[src/rtl/hash_resp_collector.sv]
// Response collector: FWFT FIFO that splits hash-table response words into data and flags.
// Optional saturating per-flag counters are built when HASH_RESP_COUNTERS_EN is defined.
module hash_resp_collector #(
  parameter int DATA_WIDTH = 25,
  parameter int FIFO_DEPTH = 4,
  parameter int CNT_WIDTH  = 16
) (
  input  logic                          clk,
  input  logic                          reset,
  input  logic [31:0]                   resp_i,
  input  logic                          valid_i,
  output logic                          ready_o,
  output logic [DATA_WIDTH-1:0]         data_o,
  output logic [3:0]                    flags_o,
  output logic                          any_error_o,
  output logic                          valid_o,
  input  logic                          ready_i,
`ifdef HASH_RESP_COUNTERS_EN
  input  logic                          cnt_clear_i,
  output logic [CNT_WIDTH-1:0]          cnt_key_present_o,
  output logic [CNT_WIDTH-1:0]          cnt_not_found_o,
  output logic [CNT_WIDTH-1:0]          cnt_no_space_o,
  output logic [CNT_WIDTH-1:0]          cnt_no_del_o,
`endif
  output logic [$clog2(FIFO_DEPTH):0]   level_o
);

  localparam int PW = $clog2(FIFO_DEPTH);
  localparam int LW = PW + 1;
  localparam int EW = DATA_WIDTH + 4;

  logic [EW-1:0] r_mem [FIFO_DEPTH];
  logic [PW-1:0] r_wptr;
  logic [PW-1:0] r_rptr;
  logic [LW-1:0] r_level;
  logic          r_live;
  logic          w_push;
  logic          w_pop;
  logic [EW-1:0] w_head;

  // r_live holds ready_o low until the first edge after reset release
  assign ready_o     = r_live && (r_level < LW'(FIFO_DEPTH));
  assign valid_o     = (r_level != '0);
  assign w_push      = valid_i && ready_o;
  assign w_pop       = valid_o && ready_i;
  assign w_head      = r_mem[r_rptr];
  assign data_o      = valid_o ? w_head[DATA_WIDTH-1:0] : '0;
  assign flags_o     = valid_o ? w_head[EW-1 -: 4] : 4'b0000;
  assign any_error_o = |flags_o;
  assign level_o     = r_level;

  generate
    if (DATA_WIDTH < 28) begin : g_drop
      logic w_unused_bits;
      assign w_unused_bits = ^resp_i[27:DATA_WIDTH];
    end
  endgenerate

  always_ff @(posedge clk) begin
    if (w_push) begin
      r_mem[r_wptr] <= {resp_i[31:28], resp_i[DATA_WIDTH-1:0]};
    end
  end

  always_ff @(posedge clk or posedge reset) begin
    if (reset) begin
      r_wptr  <= '0;
      r_rptr  <= '0;
      r_level <= '0;
      r_live  <= 1'b0;
    end else begin
      r_live <= 1'b1;
      if (w_push) r_wptr <= r_wptr + PW'(1);
      if (w_pop)  r_rptr <= r_rptr + PW'(1);
      case ({w_push, w_pop})
        2'b10:   r_level <= r_level + LW'(1);
        2'b01:   r_level <= r_level - LW'(1);
        default: r_level <= r_level;
      endcase
    end
  end

`ifdef HASH_RESP_COUNTERS_EN
  logic [CNT_WIDTH-1:0] r_cnt [4];

  // index follows flags_o bit position; clear beats a same-cycle increment
  always_ff @(posedge clk or posedge reset) begin
    if (reset) begin
      for (int i = 0; i < 4; i++) r_cnt[i] <= '0;
    end else if (cnt_clear_i) begin
      for (int i = 0; i < 4; i++) r_cnt[i] <= '0;
    end else if (w_pop) begin
      for (int i = 0; i < 4; i++) begin
        if (flags_o[i] && (r_cnt[i] != '1)) r_cnt[i] <= r_cnt[i] + CNT_WIDTH'(1);
      end
    end
  end

  assign cnt_key_present_o = r_cnt[3];
  assign cnt_not_found_o   = r_cnt[2];
  assign cnt_no_space_o    = r_cnt[1];
  assign cnt_no_del_o      = r_cnt[0];
`else
  localparam int unused_cnt_width = CNT_WIDTH;
`endif

endmodule

[config.mk]
export PLATFORM = sky130hd
export DESIGN_NAME = hash_resp_collector
export DESIGN_NICKNAME = d
export VERILOG_FILES = /design/src/rtl/hash_resp_collector.sv
export SDC_FILE = /design/constraint.sdc
export NUM_CORES = 1
export LEC_CHECK = 0
export CAP_MARGIN = 20
export CORE_MARGIN = 10
export CORE_UTILIZATION = 60
export DETAILED_ROUTE_END_ITERATION = 8
export DONT_BUFFER_PORTS = 1
export GPL_TIMING_DRIVEN = 0
export PLACE_DENSITY = 0.75
export SETUP_SLACK_MARGIN = 0.15
export SYNTH_ARGS = -nofsm -noshare
export SYNTH_HDL_FRONTEND = slang
export SYNTH_SLANG_ARGS = --single-unit
[constraint.sdc]
create_clock -name clk -period 2.5 [get_ports clk]
set_clock_uncertainty 0.05 [all_clocks]
set_input_delay 0.5 -clock clk [delete_from_list [all_inputs] [get_ports clk]]
set_output_delay 0.5 -clock clk [all_outputs]
set_load 0.005 [all_outputs]
; ---- After elaboration in Yosys (flattened, before gate mapping)
; Memory sizes are Yosys's and may differ from the RTL's.
; Cells that the tools add are included.
[word_totals]
out_inout_bits = 35
register_bits = 8
input_bits = 36
n_memories = 1
word_cells = 23
romBits = 0
ram_bits = 116
latch_bits = 0
[op_classes]
n_eq_ne = 2
muxes = 5
n_div = 0
bitwise_logic = 0
multipliers = 0
n_lt_le_gt_ge = 1
add_sub_neg = 4
reduce_logical = 6
shift = 0
[memory_table]
columns = memory, words, width, read_ports, rd_ports_with_merged_regs, write_ports, line
row1 = r_mem, 4, 29, 1, 0, 1, 32  ; logic [EW-1:0] r_mem [FIFO_DEPTH];
[ops]
columns = op, count
row1 = 25-bit 2-to-1 mux, 1
row2 = 3-bit case mux with 2 select lines, 1
row3 = "2-bit by 1-bit adder with 2-bit output, second input constant", 2
row4 = 4-bit 2-to-1 mux, 1
row5 = 4-bit OR reduction, 1
row6 = "3-bit by 1-bit adder with 3-bit output, second input constant", 1
row7 = 1-bit logical AND, 3
row8 = "3-bit less-than comparator, second input constant", 1
row9 = 3-bit nonzero test, 1
row10 = "3-bit by 1-bit subtractor with 3-bit output, second input constant", 1
row11 = "2-bit by 1-bit equality test with 1-bit output, second input constant", 1
row12 = "2-bit equality test, second input constant", 1
row13 = 1-bit 2-to-1 mux, 2
row14 = 2-bit nonzero test, 1

; ---- Logic depth before layout (Yosys ltp)
; Gate-level depths: netlist of run 1.
[logic_depth]
ltp_word = 5
depth_mapped = 9
ltp_nobuf = 9

; ---- Worst setup path after synthesis of run 1
; No wires, ideal clock.
[synth_timing]
kind = register -> register
start = register r_level[0], in the netlist level_o[0]
end = register r_level[2], in the netlist level_o[2]
arrival_ns = 1.776
synth_period_minus_slack_ns = 1.952
required_time_ns = 2.325
setup_time_ns = 0.125
stages_incl_launch_ff = 9
setup_slack_ns = 0.548
cell_sequence = dfrtp_1 > or3_1 > and2_1 > ha_1 > inv_1 > fa_1 > xor2_1 > nor2_1 > xor2_1
[synth_between]
elab_cells_between_ends = 11
cone_classes = 2 x add/sub / 1 x order compare / 2 x eq/ne / 1 x mux / 5 x reduce/logical
[synth_rtl]
columns = item, line
row1 = start: declaration, 35  ; logic [LW-1:0] r_level;
row2 = start signal: assignment, 76  ; 2'b10: r_level <= r_level + LW'(1);
row3 = start signal: assignment, 77  ; 2'b01: r_level <= r_level - LW'(1);
row4 = start signal: assignment, 78  ; default: r_level <= r_level;
row5 = 3-bit nonzero test *, 43  ; assign valid_o = (r_level != '0);
row6 = 1-bit logical AND *, 45  ; assign w_pop = valid_o && ready_i;
row7 = named net w_pop, 38  ; logic w_pop;
row8 = 2-bit by 1-bit equality test with 1-bit output or 2-bit equality test (tied branches), 75  ; case ({w_push, w_pop})
row9 = 3-bit case mux with 2 select lines or 2-bit nonzero test (tied branches), -
; Mark *: on every way through the listed nets, which the timed path passes. The rest lies on a longest branch.
; A chain may end at the register's enable or synchronous reset.

; ---- Final worst setup path of run 1
[layout_timing]
start = register r_rptr[0]
end = output any_error_o
[layout_between]
elab_chain_len = 3
[layout_rtl]
columns = item, line
row1 = start: declaration, 34  ; logic [PW-1:0] r_rptr;
row2 = start signal: assignment, 74  ; if (w_pop) r_rptr <= r_rptr + PW'(1);
row3 = memory read 4 x 29 bit, -
row4 = 4-bit 2-to-1 mux, 48  ; assign flags_o = valid_o ? w_head[EW-1 -: 4] : 4'b0000;
row5 = 4-bit OR reduction, 49  ; assign any_error_o = |flags_o;
row6 = end: declaration, 15  ; output logic any_error_o,
; Every way passes these cells.

==> metrics.csv, run 1 <==
stage,metric,value,unit
logic_synthesis,syn-cell-area,4870,um^2
logic_synthesis,seq_area_frac_synth,0.7564,
logic_synthesis,async_reset_ff_frac,0.06452,
logic_synthesis,ys.flop_type,edfxtp_1,
power_and_ir_drop,leakage,1.988,nW
critical_path,crit_type,reg2out,
logic_synthesis,synth_top_cell_area_share,0.7153,
layout,area_delta_synth_final,18.06,%
status,status,"finished, violations left",
timing,slew_violations,0,
critical_path,cpPeakStageDelay,0.55,ns
routing,post-route-drc-count,0,
layout,drive_above_1_share,0.3939,
worst_hold_path,hp-class,in2reg,
grt,grt_pass1_wl,13320,um
clock_network,root_buffer,clkbuf_8,
critical_path,worstPathArrival,2.01,ns
clock_network,cts_buffers,17,
clock_network,clkTransAtPathRegs,0.05,ns
critical_path,timing.critical_path.fanout_max,5,
critical_path,cp_top_family,multiplexers,
routing,vias,2139,
grt,antenna_found_initial,0,
timing,fmax,0.3912,GHz
grt,grt-ovfl-total,0,
power_and_ir_drop,vdd_drop_max,0.6420,mV
die,floorplan.initialDensity,0.6237,
logic_synthesis,synth_edf_count,116,
placed_design,place_congestion,0.7486,
logic_synthesis,synth_top_cell_by_area,edfxtp_1,
timing,tightest_slew,0.8017,ns
routing,drtIter0Drc,104,
critical_path,worstSetupStartpointType,register,
layout,fillers,471,
logic_synthesis,syn_nets,267,
logic_synthesis,synth.distinct_cells,23,
placed_design,placed_cell_area,5002,um^2
routing,via_per_inst,5.844,
timing,setup_viol,5,
layout,fin_nets,296,
clock_network,cts_tree,yes,
routing,antenna_left,0,
critical_path,cp_slowest_cell,mux4_2,
timing,setup_ws,-0.05639,ns
clock_network,cts_buffer_depth,2,
timing,fin_crit_sh,1.023,
placed_design,hpwl,5297,um
die,coreArea,7807,um^2
clock_network,htree_levels,4,
clock_network,cts.sinks,124,
timing,rsz0062_at_grt,yes,
placed_design,dp.cells,327,
routing,drt_pass1_iterations,4,
critical_path,path_buf_inv,1,
layout,layoutNonFillerInstCount,366,
routing,routed_wl,8715,um
logic_synthesis,ys_warn_count,0,
logic_synthesis,ys_top_cells_by_area,"edfxtp_1, mux4_2, dfrtp_1",
logic_synthesis,ys_ff_latch,124,
die,pin_count,71,
clock_network,clock_latency,0.51,ns
timing,layout_min_cycle_time,2.556,ns
die,die_area,12120,um^2
critical_path,worst_setup_path_end_kind,output pin,
placed_design,portBuffers,0,
placed_design,post-place-ws,0.3309,ns
timing,finalHoldViolCount,0,
logic_synthesis,synthTopCellsByCount,"edfxtp_1, and2_1, mux4_2, dfrtp_1, inv_1",
layout,post-route-util,0.7364,
die,std_cell_rows,32,
grt,grt_pass1_vias,2342,
layout,multi_input_area,1137,um^2
timing,fin_setup_tns,-0.1431,ns
critical_path,cp_cell_sequence,buf_6 > mux4_2 > o41a_1,
die,die_width,110.1,um
power_and_ir_drop,power_density,1207,nW/um^2
logic_synthesis,syn_avg_cell_area,21.64,um^2
status,violations,setup timing,
logic_synthesis,yosysMostFrequentCell,edfxtp_1,
grt,grt_max_degree,30,
logic_synthesis,netlist_instances,225,
job,maxCapViolations,0,
grt,grt_usage,0.1541,
layout,register_area,3685,um^2
layout,fin_area,5749,um^2
layout,n_antenna_cell,0,
timing,slew_headroom,0.4655,
critical_path,worstPathRequired,1.95,ns
routing,wl_per_cell,23.81,um
die,dieHeight,110.1,um
[metrics by stage]
stage / hold WS, ns / total power, mW
global placement: 0.3050 / 4.229
global route: 0.008603 / 7.269
CTS: 0.01393 / 6.919
floorplan: 0.2657 / 3.883
detailed placement: 0.3090 / 4.265
finish: 0.02858 / 6.937
[sequential cells by signal, indices dropped and copies added, names as in the netlist]
register	cells
r_wptr	2
level_o	3
r_mem	116
r_rptr	2
r_live	1
[layout by cell type, fill, tap and decap left out, types with 3 or more instances in the layout]
master | Yosys | routed
clkinv_1 | 0 | 5
mux4_2 | 25 | 29
ha_1 | 5 | 5
clkinv_2 | 0 | 3
xnor2_1 | 3 | 3
and3_2 | 0 | 4
buf_12 | 1 | 3
dfrtp_1 | 8 | 7
and2_1 | 31 | 6
xor2_1 | 3 | 3
clkbuf_16 | 0 | 17
inv_1 | 7 | 7
buf_4 | 0 | 7
edfxtp_1 | 116 | 116
buf_6 | 3 | 6
and2_4 | 0 | 25
bufinv_16 | 0 | 3
[worst register-to-register path, delay by kind of cell (launching register included)]
family,cells,cell delay [ns]
simple gates,3,0.65
buf+inv,2,0.13
xor+xnor,2,0.29
flops,1,0.43
fa+ha+maj,2,0.39
[layer usage]
metal  up-vias  part of all wire  track usage
met3        14             0.079      0.06907
met4         0             0.018      0.06881
met5         -                 0            0
met2        62              0.52       0.2511
li1        946                 -            -
met1      1117              0.38       0.1722
[area by class of cell]
cell class | count | area share
Sequential cell | 124 | 0.6409
Multi-Input combinational cell | 84 | 0.1978
Clock buffer | 17 | 0.07203
Clock inverter | 12 | 0.02285
Tap cell | 102 | 0.02220
Timing Repair Buffer | 10 | 0.01980
Buffer | 10 | 0.01980
Inverter | 7 | 0.004570
[kinds of logic after synthesis]
logic type               count (synthesis)  share of synthesized area
AND/OR/NAND/NOR                         39                    0.04933
flip-flops                             124                     0.7564
buffers and inverters                   17                    0.02184
XOR/XNOR                                 6                    0.01079
AO/OA/AOI/OAI                            1                   0.002312
multiplexers                            31                     0.1416
adder cells (fa/ha/maj)                  6                    0.01696
other                                    1                  0.0007701
[power by group]
group	switching, mW	internal (mW)
clock	0.783	1.47
sequential	0.0870	2.49
combinational	0.890	1.21
total	1.76	5.18
[what timing repair did]
action,CTS,global route
hold endpoints to repair,8,0
pin swaps,10,5
setup buffers,6,2
resized for setup,42,7
hold buffers,1,0
cloned,0,1
setup endpoints to repair,30,30
[path summary, 6_finish.rpt]
check                           startpoint      endpoint  slack (ns)  cells after the start
worst max-delay path             r_rptr[0]   any_error_o       -0.06                      3
worst min-delay path            resp_i[18]  r_mem[1][18]        0.03                      0
worst max register to register  level_o[2]    level_o[2]        0.43                      9
worst min register to register  level_o[0]    level_o[0]        0.47                      1
max in group asynchronous            reset    level_o[0]        1.82                      2
min in group asynchronous            reset     r_rptr[0]        0.32                      2
Power figures use the tool's default switching activity.
==> inputs of run 2 (changes only) <==
--- a/config.mk
+++ b/config.mk
@@ -6,7 +6,7 @@
 export NUM_CORES = 1
 export LEC_CHECK = 0
 export CAP_MARGIN = 20
-export CORE_MARGIN = 10
+export CORE_MARGIN = 2
 export CORE_UTILIZATION = 60
 export DETAILED_ROUTE_END_ITERATION = 8
 export DONT_BUFFER_PORTS = 1
==> run 2 against run 1 <==
The run still ends with setup timing left. Sequential share of layout area grew 1.1 points. Die area is 27% lower. Design area fell by 1.7%. Flip-flop and latch count is the same. Hold slack better by 0.012 ns. Clock-buffer cell count grew 3. Critical path type unchanged. Critical endpoint unchanged. Highest routed layer unchanged.
==> metrics.csv, run 2 (synthesized netlist as in run 1, its figures left out) <==
stage,metric,value,unit
die,dieHeight,94.09,um
layout,area_delta_synth_final,16.01,%
grt,antenna_found_initial,0,
clock_network,cts_buffer_depth,2,
layout,fillers,461,
placed_design,portBuffers,0,
routing,drt_pass1_iterations,4,
timing,fin_setup_tns,-0.1750,ns
timing,layout_min_cycle_time,2.549,ns
layout,fin_nets,292,
grt,grt_usage,0.2023,
routing,wl_per_cell,21.99,um
critical_path,cpPeakStageDelay,0.54,ns
placed_design,placed_cell_area,5002,um^2
timing,setup_ws,-0.04852,ns
routing,drtIter0Drc,136,
job,maxCapViolations,0,
critical_path,worstPathArrival,2.00,ns
power_and_ir_drop,power_density,1173,nW/um^2
grt,grt-ovfl-total,0,
layout,layout_common_cells,"edfxtp_1, mux4_2, and2_4, clkbuf_16, and2_1",
power_and_ir_drop,p_clk_frac,0.328,
timing,tightest_slew,0.7834,ns
grt,grt_pass1_vias,2274,
critical_path,reg2reg_slack,0.46,ns
layout,final_common_cell,edfxtp_1,
die,pin_count,71,
critical_path,cp_slowest_cell,mux4_2,
clock_network,htree_levels,4,
critical_path,cp_cell_sequence,buf_6 > buf_12 > mux4_2 > o41a_1,
timing,whs,0.04101,ns
layout,largest_reg_flops,116,
critical_path,worst_setup_path_end_kind,output pin,
power_and_ir_drop,leakage,1.934,nW
power_and_ir_drop,vdd_drop_max,0.7693,mV
die,std_cell_rows,32,
critical_path,worstSetupStartpointType,register,
timing,finalHoldViolCount,0,
layout,n_antenna_cell,0,
clock_network,cts_buffers,17,
critical_path,timing.critical_path.fanout_max,7,
grt,grt_pass1_wl,12430,um
layout,largest-register,r_mem,
critical_path,crit_type,reg2out,
clock_network,clock_latency,0.50,ns
clock_network,cts.sinks,124,
timing,slew_headroom,0.4777,
die,die_width,94.09,um
clock_network,cts_tree,yes,
status,violations,setup timing,
power_and_ir_drop,power_switching,1.702,mW
power_and_ir_drop,p_sw_frac,0.2568,
timing,slew_violations,0,
placed_design,hpwl,4652,um
power_and_ir_drop,seq_power_share,0.389,
power_and_ir_drop,intPower,4.926,mW
timing,fmax,0.3924,GHz
timing,fin_crit_sh,1.019,
layout,drive_above_1_share,0.3435,
status,status,"finished, violations left",
die,die_area,8853,um^2
routing,antenna_left,0,
die,coreArea,7807,um^2
routing,routed_wl,8004,um
clock_network,clkTransAtPathRegs,0.06,ns
timing,setup_viol,10,
layout,fin_area,5649,um^2
power_and_ir_drop,pwr-share-comb,0.282,
placed_design,place_congestion,0.6540,
worst_hold_path,hp-class,in2reg,
die,floorplan.initialDensity,0.6237,
routing,post-route-drc-count,0,
routing,via_per_inst,5.747,
clock_network,root_buffer,clkbuf_8,
grt,grt_max_degree,30,
critical_path,worstPathRequired,1.95,ns
routing,vias,2092,
timing,rsz0062_at_grt,yes,
-- run 2: final timing paths --
| kind | start | end | cells after the start |
|---|---|---|---|
| setup / recovery | r_rptr[0] | any_error_o | 4 |
| hold / removal | resp_i[29] | r_mem[0][26] | 0 |
| setup reg to reg | level_o[2] | level_o[2] | 9 |
| hold reg to reg | level_o[2] | level_o[2] | 1 |
| max in group asynchronous | reset | r_rptr[0] | 2 |
| min in group asynchronous | reset | level_o[2] | 2 |
-- run 2: power by group through the flow --
stage                     Sequential (mW)  Combinational [mW]  Clock, mW
final                                2.58                1.87       2.18
after global routing                 2.60                2.04       2.30
after CTS                            2.58                1.79       2.21
after detailed placement             2.62                1.61          0
after global placement               2.61                1.58          0
after floorplan                      2.59                1.29          0
-- run 2: critical path: cells and delay by family, from the launching register on --
kind | cells | cell delay [ns]
mux | 1 | 0.54
buf+inv | 2 | 0.27
compound gates | 1 | 0.35
flops | 1 | 0.34
-- run 2: layer usage --
layer / vias to the layer above / global-route usage / part of all wire
met2: 62 / 0.3280 / 0.52
li1: 937 / - / -
met3: 10 / 0.08507 / 0.066
met1: 1083 / 0.2475 / 0.40
met5: - / 0 / 0
met4: 0 / 0.06884 / 0.012
-- run 2: layout make-up --
class | count | area, um^2 | area share
Clock buffer | 20 | 425.4 | 0.07530
Multi-Input combinational cell | 84 | 1121 | 0.1985
Timing Repair Buffer | 6 | 47.55 | 0.008416
Inverter | 7 | 26.28 | 0.004651
Sequential cell | 124 | 3684 | 0.6520
Buffer | 10 | 115.1 | 0.02038
Tap cell | 102 | 127.6 | 0.02259
Clock inverter | 11 | 102.6 | 0.01816
-- run 2: timing repair --
action                                  in CTS  in global routing
hold buffers                                 1                  0
endpoints found under the setup margin      30                 30
gates resized for setup                     21                 12
pin swaps                                    1                  1
hold endpoints to repair                     8                  0
buffers inserted                             3                  2
-- run 2: stage by stage --
stage | utilization | cells | setup WS [ns] | power [mW]
after floorplan | - | 225 | 0.5485 | 3.883
after global placement | 0.6401 | 327 | -0.005624 | 4.194
after detailed placement | 0.6407 | 327 | 0.3711 | 4.227
after CTS | 0.7183 | 362 | -0.07568 | 6.579
after global routing | 0.7236 | 364 | -0.1109 | 6.939
final | 0.7236 | 364 | -0.04852 | 6.629
